**config.mk**
```make
export PLATFORM = sky130hd
export DESIGN_NAME = branch_resolve_queue
export DESIGN_NICKNAME = d
export VERILOG_FILES = /design/src/rtl/branch_resolve_queue.sv
export SDC_FILE = /design/constraint.sdc
export NUM_CORES = 1
export LEC_CHECK = 0
export ABC_AREA = 1
export CORE_ASPECT_RATIO = 1.2
export CORE_MARGIN = 4
export CORE_UTILIZATION = 43
export CTS_BUF_LIST = sky130_fd_sc_hd__clkbuf_8
export DETAILED_ROUTE_END_ITERATION = 7
export DONT_BUFFER_PORTS = 1
export PLACE_DENSITY = 0.64
export SLEW_MARGIN = 20
export SYNTH_ARGS = -nofsm -noshare
export SYNTH_HDL_FRONTEND = slang
export SYNTH_SLANG_ARGS = --single-unit
```
**constraint.sdc**
```tcl
create_clock -name clk -period 3.2 [get_ports clk]
set_clock_uncertainty 0.05 [all_clocks]
set_input_delay 0.32 -clock clk [delete_from_list [all_inputs] [get_ports clk]]
set_output_delay 0.32 -clock clk [all_outputs]
set_load 0.02 [all_outputs]
```
**src/rtl/branch_resolve_queue.sv**
```systemverilog
// rtl/branch_resolve_queue.sv - in-order queue pairing BHT predictions with branch outcomes
//
// Purpose:
//   Holds in-flight branch predictions in program order. When the oldest branch
//   resolves, the queue issues a registered training update (pc, outcome) to the
//   BHT, flags a mispredict, discards all younger (wrong-path) entries on a
//   mispredict and keeps saturating accuracy statistics.
//
// Ports:
//   clk, reset                      clock, asynchronous active-high reset
//   pred_valid/pred_pc/pred_taken   prediction from the BHT
//   pred_ready                      queue can accept a prediction (occupancy < DEPTH)
//   res_valid/res_taken             outcome of the oldest outstanding branch
//   upd_valid/upd_pc/upd_taken      registered BHT training update
//   mispredict                      registered one-cycle pulse on a wrong prediction
//   occupancy                       entries currently held
//   underflow_err                   sticky: resolve seen while the queue was empty
//   total_count/correct_count       saturating resolve statistics

module branch_resolve_queue #(
  parameter int PC_W  = 9,
  parameter int DEPTH = 8,
  parameter int CNT_W = 32
) (
  input  logic                       clk,
  input  logic                       reset,
  input  logic                       pred_valid,
  input  logic [PC_W-1:0]            pred_pc,
  input  logic                       pred_taken,
  output logic                       pred_ready,
  input  logic                       res_valid,
  input  logic                       res_taken,
  output logic                       upd_valid,
  output logic [PC_W-1:0]            upd_pc,
  output logic                       upd_taken,
  output logic                       mispredict,
  output logic [$clog2(DEPTH):0]     occupancy,
  output logic                       underflow_err,
  output logic [CNT_W-1:0]           total_count,
  output logic [CNT_W-1:0]           correct_count
);

  localparam int AW = $clog2(DEPTH);

  // Queue storage; contents need no reset because occupancy gates every read.
  logic [PC_W-1:0] r_mem_pc    [DEPTH];
  logic            r_mem_taken [DEPTH];

  logic [AW-1:0]   r_wr_ptr;
  logic [AW-1:0]   r_rd_ptr;
  logic [AW:0]     r_occ;

  logic            w_empty;
  logic            w_do_res;
  logic            w_head_taken;
  logic [PC_W-1:0] w_head_pc;
  logic            w_mis;
  logic            w_do_enq;
  logic [AW:0]     w_occ_next;

  // occupancy never exceeds DEPTH (a power of two), so the MSB alone marks full.
  // This keeps pred_ready purely registered with no path from res_valid.
  assign pred_ready   = ~r_occ[AW];
  assign occupancy    = r_occ;
  assign w_empty      = (r_occ == '0);

  assign w_head_pc    = r_mem_pc[r_rd_ptr];
  assign w_head_taken = r_mem_taken[r_rd_ptr];

  // A resolve on an empty queue is ignored; no bypass from a same-cycle enqueue.
  assign w_do_res     = res_valid & ~w_empty;
  assign w_mis        = w_do_res & (w_head_taken != res_taken);

  // An enqueue racing a mispredict belongs to the wrong path and is dropped.
  assign w_do_enq     = pred_valid & pred_ready & ~w_mis;

  always_comb begin
    w_occ_next = r_occ;
    if (w_mis) begin
      w_occ_next = '0;
    end else begin
      case ({w_do_enq, w_do_res})
        2'b10:   w_occ_next = r_occ + 1'b1;
        2'b01:   w_occ_next = r_occ - 1'b1;
        default: w_occ_next = r_occ;
      endcase
    end
  end

  always_ff @(posedge clk) begin
    if (w_do_enq) begin
      r_mem_pc[r_wr_ptr]    <= pred_pc;
      r_mem_taken[r_wr_ptr] <= pred_taken;
    end
  end

  // Pointers wrap naturally at DEPTH because they are exactly AW bits wide.
  always_ff @(posedge clk or posedge reset) begin
    if (reset) begin
      r_wr_ptr <= '0;
      r_rd_ptr <= '0;
      r_occ    <= '0;
    end else begin
      r_occ <= w_occ_next;
      if (w_do_enq) begin
        r_wr_ptr <= r_wr_ptr + 1'b1;
      end
      if (w_mis) begin
        // Flush: everything younger than the mispredicted branch is discarded.
        r_rd_ptr <= r_wr_ptr;
      end else if (w_do_res) begin
        r_rd_ptr <= r_rd_ptr + 1'b1;
      end
    end
  end

  always_ff @(posedge clk or posedge reset) begin
    if (reset) begin
      upd_valid  <= 1'b0;
      upd_pc     <= '0;
      upd_taken  <= 1'b0;
      mispredict <= 1'b0;
    end else begin
      upd_valid  <= w_do_res;
      mispredict <= w_mis;
      if (w_do_res) begin
        upd_pc    <= w_head_pc;
        upd_taken <= res_taken;
      end
    end
  end

  always_ff @(posedge clk or posedge reset) begin
    if (reset) begin
      underflow_err <= 1'b0;
    end else if (res_valid & w_empty) begin
      underflow_err <= 1'b1;
    end
  end

  // Statistics hold at all-ones instead of wrapping.
  always_ff @(posedge clk or posedge reset) begin
    if (reset) begin
      total_count   <= '0;
      correct_count <= '0;
    end else if (w_do_res) begin
      if (~&total_count) begin
        total_count <= total_count + 1'b1;
      end
      if (~w_mis && ~&correct_count) begin
        correct_count <= correct_count + 1'b1;
      end
    end
  end

endmodule
```
# Word-level counts from Yosys, hierarchy flattened
# Memory sizes are Yosys's and may differ from the RTL's. A register that Yosys moved wholly into a read port is not among the register bits.
# Cells that the tools add are included.
dict set report totals {
  word_cells 44
  input_bits 15
  mem_count 2
  mem_bits_rw 80
  regBits 78
  out_inout_bits 82
}
# name words word_bits rd rd_clocked_by_memory_dff write_ports line_no
set mem_list {}
lappend mem_list {r_mem_pc 8 9 1 1 1 46} ;# logic [PC_W-1:0] r_mem_pc [DEPTH];
lappend mem_list {r_mem_taken 8 1 1 0 1 47} ;# logic r_mem_taken [DEPTH];
dict set report op_classes {
  reduce_logical 9
  n_bitwise 9
  eq_ne 3
  mux 6
  addsub 6
}
# operator n
set ops {}
lappend ops {{adder 32 x 1 -> 32 bit (second input constant)} 2}
lappend ops {{AND reduction 32 bit} 2}
lappend ops {{one-hot mux 4 bit (2 select lines)} 1}
lappend ops {{adder 3 x 1 -> 3 bit (second input constant)} 2}
lappend ops {{two-way mux 3 bit} 2}
lappend ops {{bitwise AND 1 bit} 5}
lappend ops {{adder 4 x 1 -> 4 bit (second input constant)} 1}
lappend ops {{logical NOT 4 bit} 1}
lappend ops {{two-way mux 4 bit} 1}
lappend ops {{inverter 1 bit} 4}
lappend ops {{AND reduction 2 bit} 2}
lappend ops {{subtractor 4 x 1 -> 4 bit (second input constant)} 1}
lappend ops {{nonzero test 3 bit} 1}
lappend ops {{== test 2 x 1 -> 1 bit (second input constant)} 1}
lappend ops {{== test 2 bit (second input constant)} 1}
lappend ops {{two-way mux 1 bit} 2}
lappend ops {{nonzero test 2 bit} 1}
lappend ops {{logical AND 1 bit} 1}
lappend ops {{logical NOT 1 bit} 1}
lappend ops {{inequality test 1 bit} 1}

# Logic depth before layout (Yosys ltp)
# Gate-level depths: netlist of the first run.
dict set report logic_depth {
  word_depth 9
  mapped_depth 17
  depth_no_buf 17
}

# Worst setup path before layout of the first run
# OpenSTA, ideal clock, no wires.
dict set report synth_timing {
  path_type {register to register}
  start {register r_occ[3] (netlist: occupancy[3])}
  end {memory r_mem_pc[4][0] (enable)}
  arrival_ps 2130
  n_path_buf 0
  slack_ps 643
  setup_ps 376
  synth_period_minus_slack_ps 2557
  stages_incl_launch_ff 11
  t_required_ps 2774
  path_cell_list {dfrtp_1 inv_1 nand4_1 inv_1 nor2_8 inv_1 nor2_2 inv_1 nand2_1 or2_2 nor2_1}
}
dict set report synth_via {
  elab_cells_between_ends 10
  classes_between {mux (2); bitwise (7); reduce/logical (1)}
}
# item line_no
set synth_rtl {}
lappend synth_rtl {{from (decl)} 51} ;# logic [AW:0] r_occ;
lappend synth_rtl {{from (signal assigned)} 104} ;# r_occ <= w_occ_next;
lappend synth_rtl {{inverter 1 bit} 63} ;# assign pred_ready = ~r_occ[AW];
lappend synth_rtl {{net pred_ready} 30} ;# output logic pred_ready,
lappend synth_rtl {{bitwise AND 1 bit (2 in series)} 75} ;# assign w_do_enq = pred_valid & pred_ready & ~w_mis;
lappend synth_rtl {{two-way mux 1 bit} 91} ;# if (w_do_enq) begin
lappend synth_rtl {{two-way mux 1 bit (implied by the code)} 92} ;# r_mem_pc[r_wr_ptr] <= pred_pc;
lappend synth_rtl {{to (decl)} 46}
# The timed path passes the listed nets, and every way through them passes these cells.

# Worst setup path in the final report of the first run
dict set report layout_timing {
  start {register r_occ[3] (netlist: occupancy[3])}
  end {register r_occ[3] (netlist: occupancy[3])}
}
dict set report layout_via {
  elab_cells_between_ends 15
  classes_between {add/sub (2); eq/ne (2); mux (2); bitwise (7); reduce/logical (2)}
}
# item line_no
set layout_rtl {}
lappend layout_rtl {{inverter 1 bit *} 63}
lappend layout_rtl {{net pred_ready} 30}
lappend layout_rtl {{bitwise AND 1 bit * (2 in series)} 75}
lappend layout_rtl {{== test 2 x 1 -> 1 bit / == test 2 bit (equally long branches)} 82} ;# case ({w_do_enq, w_do_res})
lappend layout_rtl {{one-hot mux 4 bit (2 select lines)} 82}
lappend layout_rtl {{two-way mux 4 bit} 79} ;# if (w_mis) begin
# Mark *: on every way through the listed nets, which the timed path passes. The rest lies on a longest branch.
# A chain may end at the register's enable or synchronous reset.

==> flow_metrics.tcl, run 1 <==
set metrics [dict create \
    cts_max_level 4 \
    vias 5235 \
    initial_core_util_pct 44.27 \
    setup_viol 0 \
    max_slew_margin_pct 51.15 \
    regArea_sq_um 4579 \
    cts_buffer_depth 2 \
    core_sq_um 17050 \
    ys_async_sr_fraction_pct 52.10 \
    power_mw 6.261 \
    vias_per_cell 5.283 \
    cp_common_cell "inv_1" \
    synth_top_family_by_area "simple AND/OR/NAND/NOR gates" \
    mostFrequentLayoutCell "nand2_1" \
    ys_seq_area_share_pct 60.69 \
    rsz0062_at_grt "false" \
    crit_type "reg -> reg" \
    cp.arrival_ns 2.91 \
    cts_buffers 17 \
    slowest_delay_ns 0.50 \
    ioPinCount 97 \
    gp_congestion 0.8989 \
    die-area_sq_um 19740 \
    tritoncts "yes" \
    cellPowerDensity_nw_per_um2 744.9 \
    drcViolationCount 0 \
    tns_ns 0 \
    synthSimpleGateAreaFrac_pct 21.17 \
    finalCritPeriodShare_pct 81.31 \
    dieHeight_um 153.1 \
    root_buffer "clkbuf_8" \
    synth_edf_count 80 \
    wl_per_cell_um 16.46 \
    fin_hold_ws_ns 0.08025 \
    tightest_slew_ns 0.7319 \
    hpwlAfterDp_um 12040 \
    worst-path-max-fanout 18 \
    drt_wl_total_um 16320 \
    nets 783 \
    fp.dieW_um 128.9 \
    first_global_vias 5217 \
    synth_cells 731 \
    antenna_left 0 \
    required_ns 3.51 \
    multi_input_area_sq_um 2670 \
    endpoint_kind "flop" \
    status "finished, final reports clean" \
    min_period_ns 2.602 \
    finalHoldViolations 0 \
    synth.cell_area_sq_um 7546 \
    max-cap-violations 0 \
    synth_warnings 0 \
    clock_latency_ns 0.46 \
    irDropWorstVdd_uv 351.0 \
    synth-main-ff-cell "dfrtp_1" \
    synth_nets 752 \
    leakagePower_nw 3.521 \
    final_cell_mix "nand2_1 (157), dfrtp_1 (87), nor2_1 (81), edfxtp_1 (80), inv_1 (58)" \
    synth-xor-area-share_pct 7.080 \
    antenna_cells 0 \
    grt_usage_pct 16.92 \
    post_cts_buffers 0 \
    fp-row-count 52 \
    crit_path_start_kind "flop" \
    grt_pass1_wl_um 26540 \
    drt_iter0_drc 359 \
    port_buffers 0 \
    worstHoldPathType "in -> reg" \
    postSynthAreaPerCell_sq_um 10.32 \
    syn2layout_area_growth_pct 11.37 \
    grt-ovfl-total 0 \
    grt_max_degree 42 \
    critPathSlowestCell "dfrtp_1" \
    firstDrtPassIters 5 \
    synth_fa_ha_area_share_pct 0.9949 \
    fillCellCount 1530 \
    synth_compound_area_share_pct 6.135 \
    ys_ff_latch 167 \
    layout-drive-gt1-share_pct 9.677 \
    antenna_found_initial 0 \
    yosys.cell_types.count 38 \
    muxShareOfSynthArea_pct 0 \
    clk_pin_slew_worst_paths_ns 0.09 \
    cts_sinks 167 \
    max_freq_mhz 384.3 \
    maxSlewViolCount 0 \
    path_cells "inv_1 > nand4_1 > inv_1 > nor2_8 > inv_1 > a21oi_1 > ha_1 > nand2_1 > nand3b_1 > nand3_1 > nand3_1 > nand2_1" \
]
==> synthesized netlist by cell type (2+ instances only) <==
master	number	share of area (%)
buf_1	2	0.10
buf_2	2	0.13
clkbuf_1	11	0.55
dfrtp_1	87	29
edfxtp_1	80	32
ha_1	6	0.99
inv_1	56	2.8
inv_2	3	0.15
nand2_1	157	7.8
nand2_2	4	0.33
nand3_1	30	2.0
nand3_2	3	0.40
nand3_4	2	0.46
nand3b_1	2	0.20
nand4_1	20	1.7
nor2_1	81	4.0
nor2_2	8	0.66
nor2_4	3	0.45
nor3_1	15	0.99
nor3_2	2	0.27
nor4_1	11	0.91
o211ai_1	10	0.99
o21ai_0	44	2.9
o221ai_1	10	1.2
o22ai_1	10	0.83
xnor2_1	24	2.8
xor2_1	37	4.3
==> stage by stage <==
step	cells	util, %	instance area, sq um	worst slack, ns
after floorplan	731	-	7546	0.5798
after global placement	946	46.12	7863	0.6574
after detailed placement	946	46.12	7863	0.5949
after CTS	991	49.30	8404	0.5743
after global routing	991	49.30	8404	0.3452
final	991	49.30	8404	0.5979
==> critical path: cells and delay by family (launching register included) <==
kind,cells,cell delay (ns)
DFF,1,0.50
adders and majority gates,1,0.33
AOI/OAI and AO/OA,1,0.28
buffers and inverters,3,0.48
and+or+nand+nor,7,0.86
==> flip-flops by register name, indices dropped and copies added (netlist names) <==
register / flops
occupancy: 4
underflow_err: 1
correct_count: 32
upd_pc: 9
r_rd_ptr: 3
upd_taken: 1
r_mem_pc: 72
total_count: 32
mispredict: 1
upd_valid: 1
r_mem_taken: 8
r_wr_ptr: 3
==> final timing paths <==
kind | cells past startpoint | slack [ns] | start | endpoint
hold reg to reg | 2 | 0.53 | r_wr_ptr[2] | r_rd_ptr[2]
setup reg to reg | 12 | 0.60 | occupancy[3] | occupancy[3]
max in group asynchronous | 3 | 1.91 | reset | r_wr_ptr[1]
setup / recovery | 12 | 0.60 | occupancy[3] | occupancy[3]
min in group asynchronous | 2 | 0.38 | reset | correct_count[13]
hold / removal | 3 | 0.08 | res_taken | mispredict
==> cell type report <==
cell class	count	share of cell area, %
sequential	167	54.49
multi-input combinational	488	31.77
tap	216	3.216
timing repair buffer	29	2.978
clock buffer	17	2.784
inverter	59	2.650
clock inverter	15	2.114
==> report_power, final <==
part	switching [mW]	leakage, nW	internal (mW)	total (mW)
clock network	0.766	0.219	0.779	1.55
registers	0.485	1.86	2.58	3.07
logic	1.11	1.45	0.535	1.65
total	2.36	3.52	3.90	6.26
==> what timing repair did <==
| item | in CTS | in global routing |
|---|---|---|
| hold buffers | 13 | 0 |
| endpoints found under the hold margin | 121 | 0 |
| resized for setup | 0 | 0 |
==> logic make-up (layout without fill, tap and decap cells) <==
| family | count (synthesis) | count (layout) |
|---|---|---|
| adders and majority gates | 6 | 6 |
| xor gates and xnor gates | 61 | 61 |
| AOI/OAI and AO/OA | 77 | 77 |
| buffers and inverters | 76 | 120 |
| and+or+nand+nor | 344 | 344 |
| DFF | 167 | 167 |
==> routing by layer <==
| metal | track usage [%] | share of wire [%] | vias up |
|---|---|---|---|
| li1 | - | - | 2550 |
| met3 | 5.445 | 6.7 | 20 |
| met5 | 0 | 0 | - |
| met2 | 27.50 | 49 | 144 |
| met1 | 21.44 | 43 | 2521 |
| met4 | 5.353 | 1.6 | 0 |
(Power assumes the default switching activity.)
==> inputs of run 2 (changes only) <==
==> constraint.sdc (replaced) <==
create_clock -name clk -period 2.7 [get_ports clk]
set_clock_uncertainty 0.05 [all_clocks]
set_input_delay 0.27 -clock clk [delete_from_list [all_inputs] [get_ports clk]]
set_output_delay 0.27 -clock clk [all_outputs]
set_load 0.02 [all_outputs]
==> run 2 against run 1 <==
  * Cell count grew 0.71%
  * Via count rose by 1.7%
  * Critical path depth is 1 lower
  * Die area unchanged
  * Critical endpoint is now r_mem_pc[6][5]
  * Largest power group unchanged
  * Highest routed layer is now met5
==> flow_metrics.tcl, run 2 (synthesis results as in run 1) <==
set metrics [dict create \
    final_cell_mix "nand2_1 (157), dfrtp_1 (85), nor2_1 (80), edfxtp_1 (80), inv_1 (60)" \
    tritoncts "yes" \
    first_global_vias 5404 \
    finish.instance_area_sq_um 8393 \
    max_slew_margin_pct 51.51 \
    placed_cell_area_sq_um 7928 \
    drcViolationCount 0 \
    drt_wl_total_um 16500 \
    crit_path_start_kind "flop" \
    nets 790 \
    status "finished, final reports clean" \
    clk_pin_slew_worst_paths_ns 0.08 \
    min_period_ns 2.493 \
    grt_usage_pct 17.20 \
    hold-path-cell-count 3 \
    firstDrtPassIters 4 \
    cts_buffers 17 \
    reg2reg_from "r_rd_ptr[2]" \
    cp_top_family "simple AND/OR/NAND/NOR gates" \
    crit_type "reg -> reg" \
    mostFrequentLayoutCell "nand2_1" \
    syn2layout_area_growth_pct 11.23 \
    port_buffers 0 \
    die-area_sq_um 19740 \
    hpwlAfterDp_um 11890 \
    min_from "res_taken" \
    layout-drive-gt1-share_pct 10.49 \
    min_to "mispredict" \
    rsz0062_at_grt "false" \
    leakagePower_nw 3.516 \
    core_sq_um 17050 \
    cellPowerDensity_nw_per_um2 858.9 \
    grt_max_degree 47 \
    vias_per_cell 5.334 \
    cp.arrival_ns 2.59 \
    tns_ns 0 \
    multi_input_area_sq_um 2676 \
    required_ns 2.80 \
    irDropWorstVdd_uv 407.7 \
    biggestRegsByFlops "r_mem_pc x72, correct_count x32, total_count x32" \
    max_freq_mhz 401.1 \
    utilization_pct 49.24 \
    critPathSlowestCell "dfrtp_1" \
    setup_viol 0 \
    r2r_end "r_mem_pc[6][5]" \
    largest_register_ffs 72 \
    cts_max_level 4 \
    maxSlewViolCount 0 \
    dp_cells 953 \
    finalHoldViolations 0 \
    grt-ovfl-total 0 \
    dieHeight_um 153.1 \
    tightest_slew_ns 0.7265 \
    final_cells 998 \
    path_cells "inv_2 > nand3_1 > nand2_1 > nand2_1 > nand2_2 > nor2_2 > inv_1 > nand2_1 > or2_2 > nor2_1 > buf_4" \
    regArea_sq_um 4582 \
    path_buf_inv 3 \
    antenna_cells 0 \
    endpoint_kind "flop" \
    worstHoldPathType "in -> reg" \
    r2r_slack_ns 0.21 \
    max-cap-violations 0 \
    fp-row-count 52 \
    slowest_delay_ns 0.44 \
    gp_congestion 0.9219 \
    fp.dieW_um 128.9 \
    post_cts_buffers 0 \
    cp_common_cell "nand2_1" \
    fillCellCount 1551 \
    power_mw 7.209 \
    antenna_left 0 \
    r2r_cells 11 \
    cts_buffer_depth 2 \
    initial_core_util_pct 44.27 \
    finalCritPeriodShare_pct 92.33 \
    grt_pass1_wl_um 27010 \
    vias 5323 \
    fin_hold_ws_ns 0.06768 \
    cts_sinks 167 \
    antenna_found_initial 1 \
    worst-path-max-fanout 19 \
    drt_iter0_drc 284 \
    clock_latency_ns 0.45 \
    wl_per_cell_um 16.54 \
    root_buffer "clkbuf_8" \
    regMostFlops "r_mem_pc" \
    fin_ws_ns 0.2070 \
    place_ws_ns 0.1487 \
    ioPinCount 97 \
]
-- run 2: area by class of cell --
cell class              count  area share, %
repair buffers             36          3.757
well taps                 216          3.220
multi-input cells         488          31.89
inverters                  59          2.654
clock inverters            15          1.103
clock buffers              17          2.788
flip-flops and latches    167          54.59
-- run 2: power breakdown --
part | switching, mW | internal, mW | leakage [nW] | total, mW
Clock | 0.873 | 0.623 | 0.176 | 1.50
Sequential | 0.540 | 3.07 | 1.86 | 3.61
Combinational | 1.41 | 0.700 | 1.48 | 2.11
Total | 2.82 | 4.39 | 3.52 | 7.21
-- run 2: per-layer routing --
metal | part of all wire (%) | vias up | track usage [%] | wire length (um)
li1 | - | 2554 | - | -
met1 | 41 | 2620 | 20.43 | 6842
met2 | 51 | 123 | 29.50 | 8491
met3 | 5.3 | 24 | 5.166 | 876
met4 | 1.7 | 2 | 5.803 | 279
met5 | 0.079 | - | 0 | 13
-- run 2: worst max path at each step --
stage | slack, ns | depth (start not counted) | from | endpoint
3_5_place_dp | 0.15 | 12 | total_count[0] | total_count[14]
3_3_place_gp | 0.16 | 11 | total_count[13] | total_count[15]
5_1_grt | 0.0001 | 11 | total_count[13] | total_count[15]
6_report | 0.21 | 11 | r_rd_ptr[2] | r_mem_pc[6][5]
2_1_floorplan | 0.13 | 1 | reset | correct_count[0]
4_1_cts | 0.14 | 11 | total_count[13] | total_count[26]
-- run 2: worst reg2reg max path, delay by kind of cell, from the launching register on --
kind / cells / cell delay (ns)
buffers and inverters: 3 / 0.57
DFF: 1 / 0.44
and+or+nand+nor: 8 / 1.13
-- run 2: timing repair --
| item | in CTS | in global routing |
|---|---|---|
| endpoints found under the hold margin | 124 | 0 |
| hold buffers | 13 | 0 |
| resized for setup | 0 | 4 |
| endpoints found under the setup margin | 0 | 4 |
==> inputs of run 3 (changes only) <==
--- a/config.mk
+++ b/config.mk
@@ -13,6 +13,7 @@
 export DETAILED_ROUTE_END_ITERATION = 7
 export DONT_BUFFER_PORTS = 1
 export PLACE_DENSITY = 0.64
+export RECOVER_POWER = 50
 export SLEW_MARGIN = 20
 export SYNTH_ARGS = -nofsm -noshare
 export SYNTH_HDL_FRONTEND = slang
==> run 3 against run 2 <==
  * The run now ends with max-capacitance violations, max-slew violations left
  * Global-route usage unchanged
  * Routed wire length fell by 0.15%
  * Sequential cell count did not move
  * Utilization down 0.12 points
  * Cell count unchanged
  * Total power decreased by 0.26%
  * Clock-buffer cell count is the same
  * Worst hold slack got worse by 0.00070 ns
  * Critical path type unchanged
  * Largest cell class unchanged
==> flow_metrics.tcl, run 3 (synthesis results as in run 1) <==
set metrics [dict create \
    grt_pass1_wl_um 27010 \
    grtUsageMet1_pct 20.43 \
    maxSlewViolCount 43 \
    met3_usage_pct 5.166 \
    cts_buffer_depth 2 \
    fin_ws_ns 0.2085 \
    min_period_ns 2.492 \
    r2r_cells 11 \
    regArea_sq_um 4582 \
    die-area_sq_um 19740 \
    max_freq_mhz 401.4 \
    violations "max-capacitance violations, max-slew violations" \
    grt-ovfl-total 0 \
    port_buffers 0 \
    hold-path-cell-count 3 \
    irDropWorstVdd_uv 407.4 \
    max_slew_margin_pct -19.43 \
    r2r_end "r_mem_pc[6][5]" \
    status "finished with violations" \
    cts_sinks 167 \
    worstHoldPathType "in -> reg" \
    grtUsageMet2_pct 29.50 \
    fp.dieW_um 128.9 \
    setup_viol 0 \
    dp_cells 953 \
    antenna_found_initial 1 \
    clk_pin_slew_worst_paths_ns 0.08 \
    grt_max_degree 47 \
    rsz0062_at_grt "false" \
    min_to "mispredict" \
    placed_cell_area_sq_um 7928 \
    final_cells 998 \
    post_cts_buffers 0 \
    mostFrequentLayoutCell "nand2_1" \
    finish.instance_area_sq_um 8373 \
    fp-row-count 52 \
    tritoncts "yes" \
    finalCritPeriodShare_pct 92.28 \
    initial_core_util_pct 44.27 \
    place_ws_ns 0.1487 \
    fin_hold_ws_ns 0.06698 \
    antenna_cells 0 \
    max-cap-violations 1 \
    finalHoldViolations 0 \
    core_sq_um 17050 \
    cts_buffers 17 \
    endpoint_kind "flop" \
    fillCellCount 1553 \
    required_ns 2.80 \
    tightest_slew_ns 1.782 \
    drt_iter0_drc 286 \
    crit_type "reg -> reg" \
    dieHeight_um 153.1 \
    power_mw 7.191 \
    grt_busiest_layer "met2" \
    largest_register_ffs 72 \
    root_buffer "clkbuf_8" \
    drt_wl_total_um 16480 \
    hpwlAfterDp_um 11890 \
    min_from "res_taken" \
    leakagePower_nw 3.499 \
    cp.arrival_ns 2.59 \
    firstDrtPassIters 4 \
    layout-drive-gt1-share_pct 10.23 \
    drcViolationCount 0 \
    multi_input_area_sq_um 2676 \
    vias_per_cell 5.342 \
    wl_per_cell_um 16.51 \
    clock_latency_ns 0.45 \
    syn2layout_area_growth_pct 10.96 \
    regMostFlops "r_mem_pc" \
    vias 5331 \
    gp_congestion 0.9219 \
    nets 790 \
    worst-path-max-fanout 19 \
    biggestRegsByFlops "r_mem_pc x72, correct_count x32, total_count x32" \
    grt_usage_pct 17.20 \
    cellPowerDensity_nw_per_um2 858.8 \
    reg2reg_from "r_rd_ptr[2]" \
    antenna_left 0 \
    utilization_pct 49.12 \
    r2r_slack_ns 0.21 \
    tns_ns 0 \
    cts_max_level 4 \
    crit_path_start_kind "flop" \
    final_cell_mix "nand2_1 (157), dfrtp_1 (85), nor2_1 (80), edfxtp_1 (80), inv_1 (60)" \
    first_global_vias 5404 \
    ioPinCount 97 \
]
-- run 3: worst max-delay path, cell delays in order (launching register included) --
cell and delay, ns:
dfrtp_1 0.44, inv_2 0.28, nand3_1 0.20, nand2_1 0.13, nand2_1 0.07, nand2_2 0.12, nor2_2 0.08, inv_1 0.08
nand2_1 0.08, or2_2 0.33, nor2_1 0.12, buf_4 0.21
-- run 3: how the worst max path moves through the flow --
stage               cells past startpoint       startpoint          endpoint
global route                           11  total_count[13]   total_count[15]
global placement                       11  total_count[13]   total_count[15]
CTS                                    11  total_count[13]   total_count[26]
detailed placement                     12   total_count[0]   total_count[14]
finish                                 11      r_rd_ptr[2]    r_mem_pc[6][5]
floorplan                               1            reset  correct_count[0]
-- run 3: report_power, final --
part / switching [mW] / internal [mW] / total [mW]
registers: 0.540 / 3.07 / 3.61
clock network: 0.872 / 0.623 / 1.49
logic: 1.40 / 0.686 / 2.09
total: 2.82 / 4.38 / 7.19
-- run 3: timing repair --
action,4_1_cts,5_1_grt
resized for setup,0,4
endpoints found under the hold margin,124,0
hold buffers,13,0
endpoints found under the setup margin,0,4
-- run 3: layer usage --
layer  routed length, um  vias to the layer above  part of all wire, %
li1                    -                     2553                    -
met1                6788                     2622                   41
met2                8474                      130                   51
met3                 924                       24                  5.6
met4                 278                        2                  1.7
met5                  13                        -                0.079
-- run 3: final cells by class --
cell class / instances / area share (%)
multi-input combinational: 488 / 31.96
clock inverter: 15 / 1.106
sequential: 167 / 54.72
clock buffer: 17 / 2.794
tap: 216 / 3.228
timing repair buffer: 36 / 3.527
inverter: 59 / 2.660
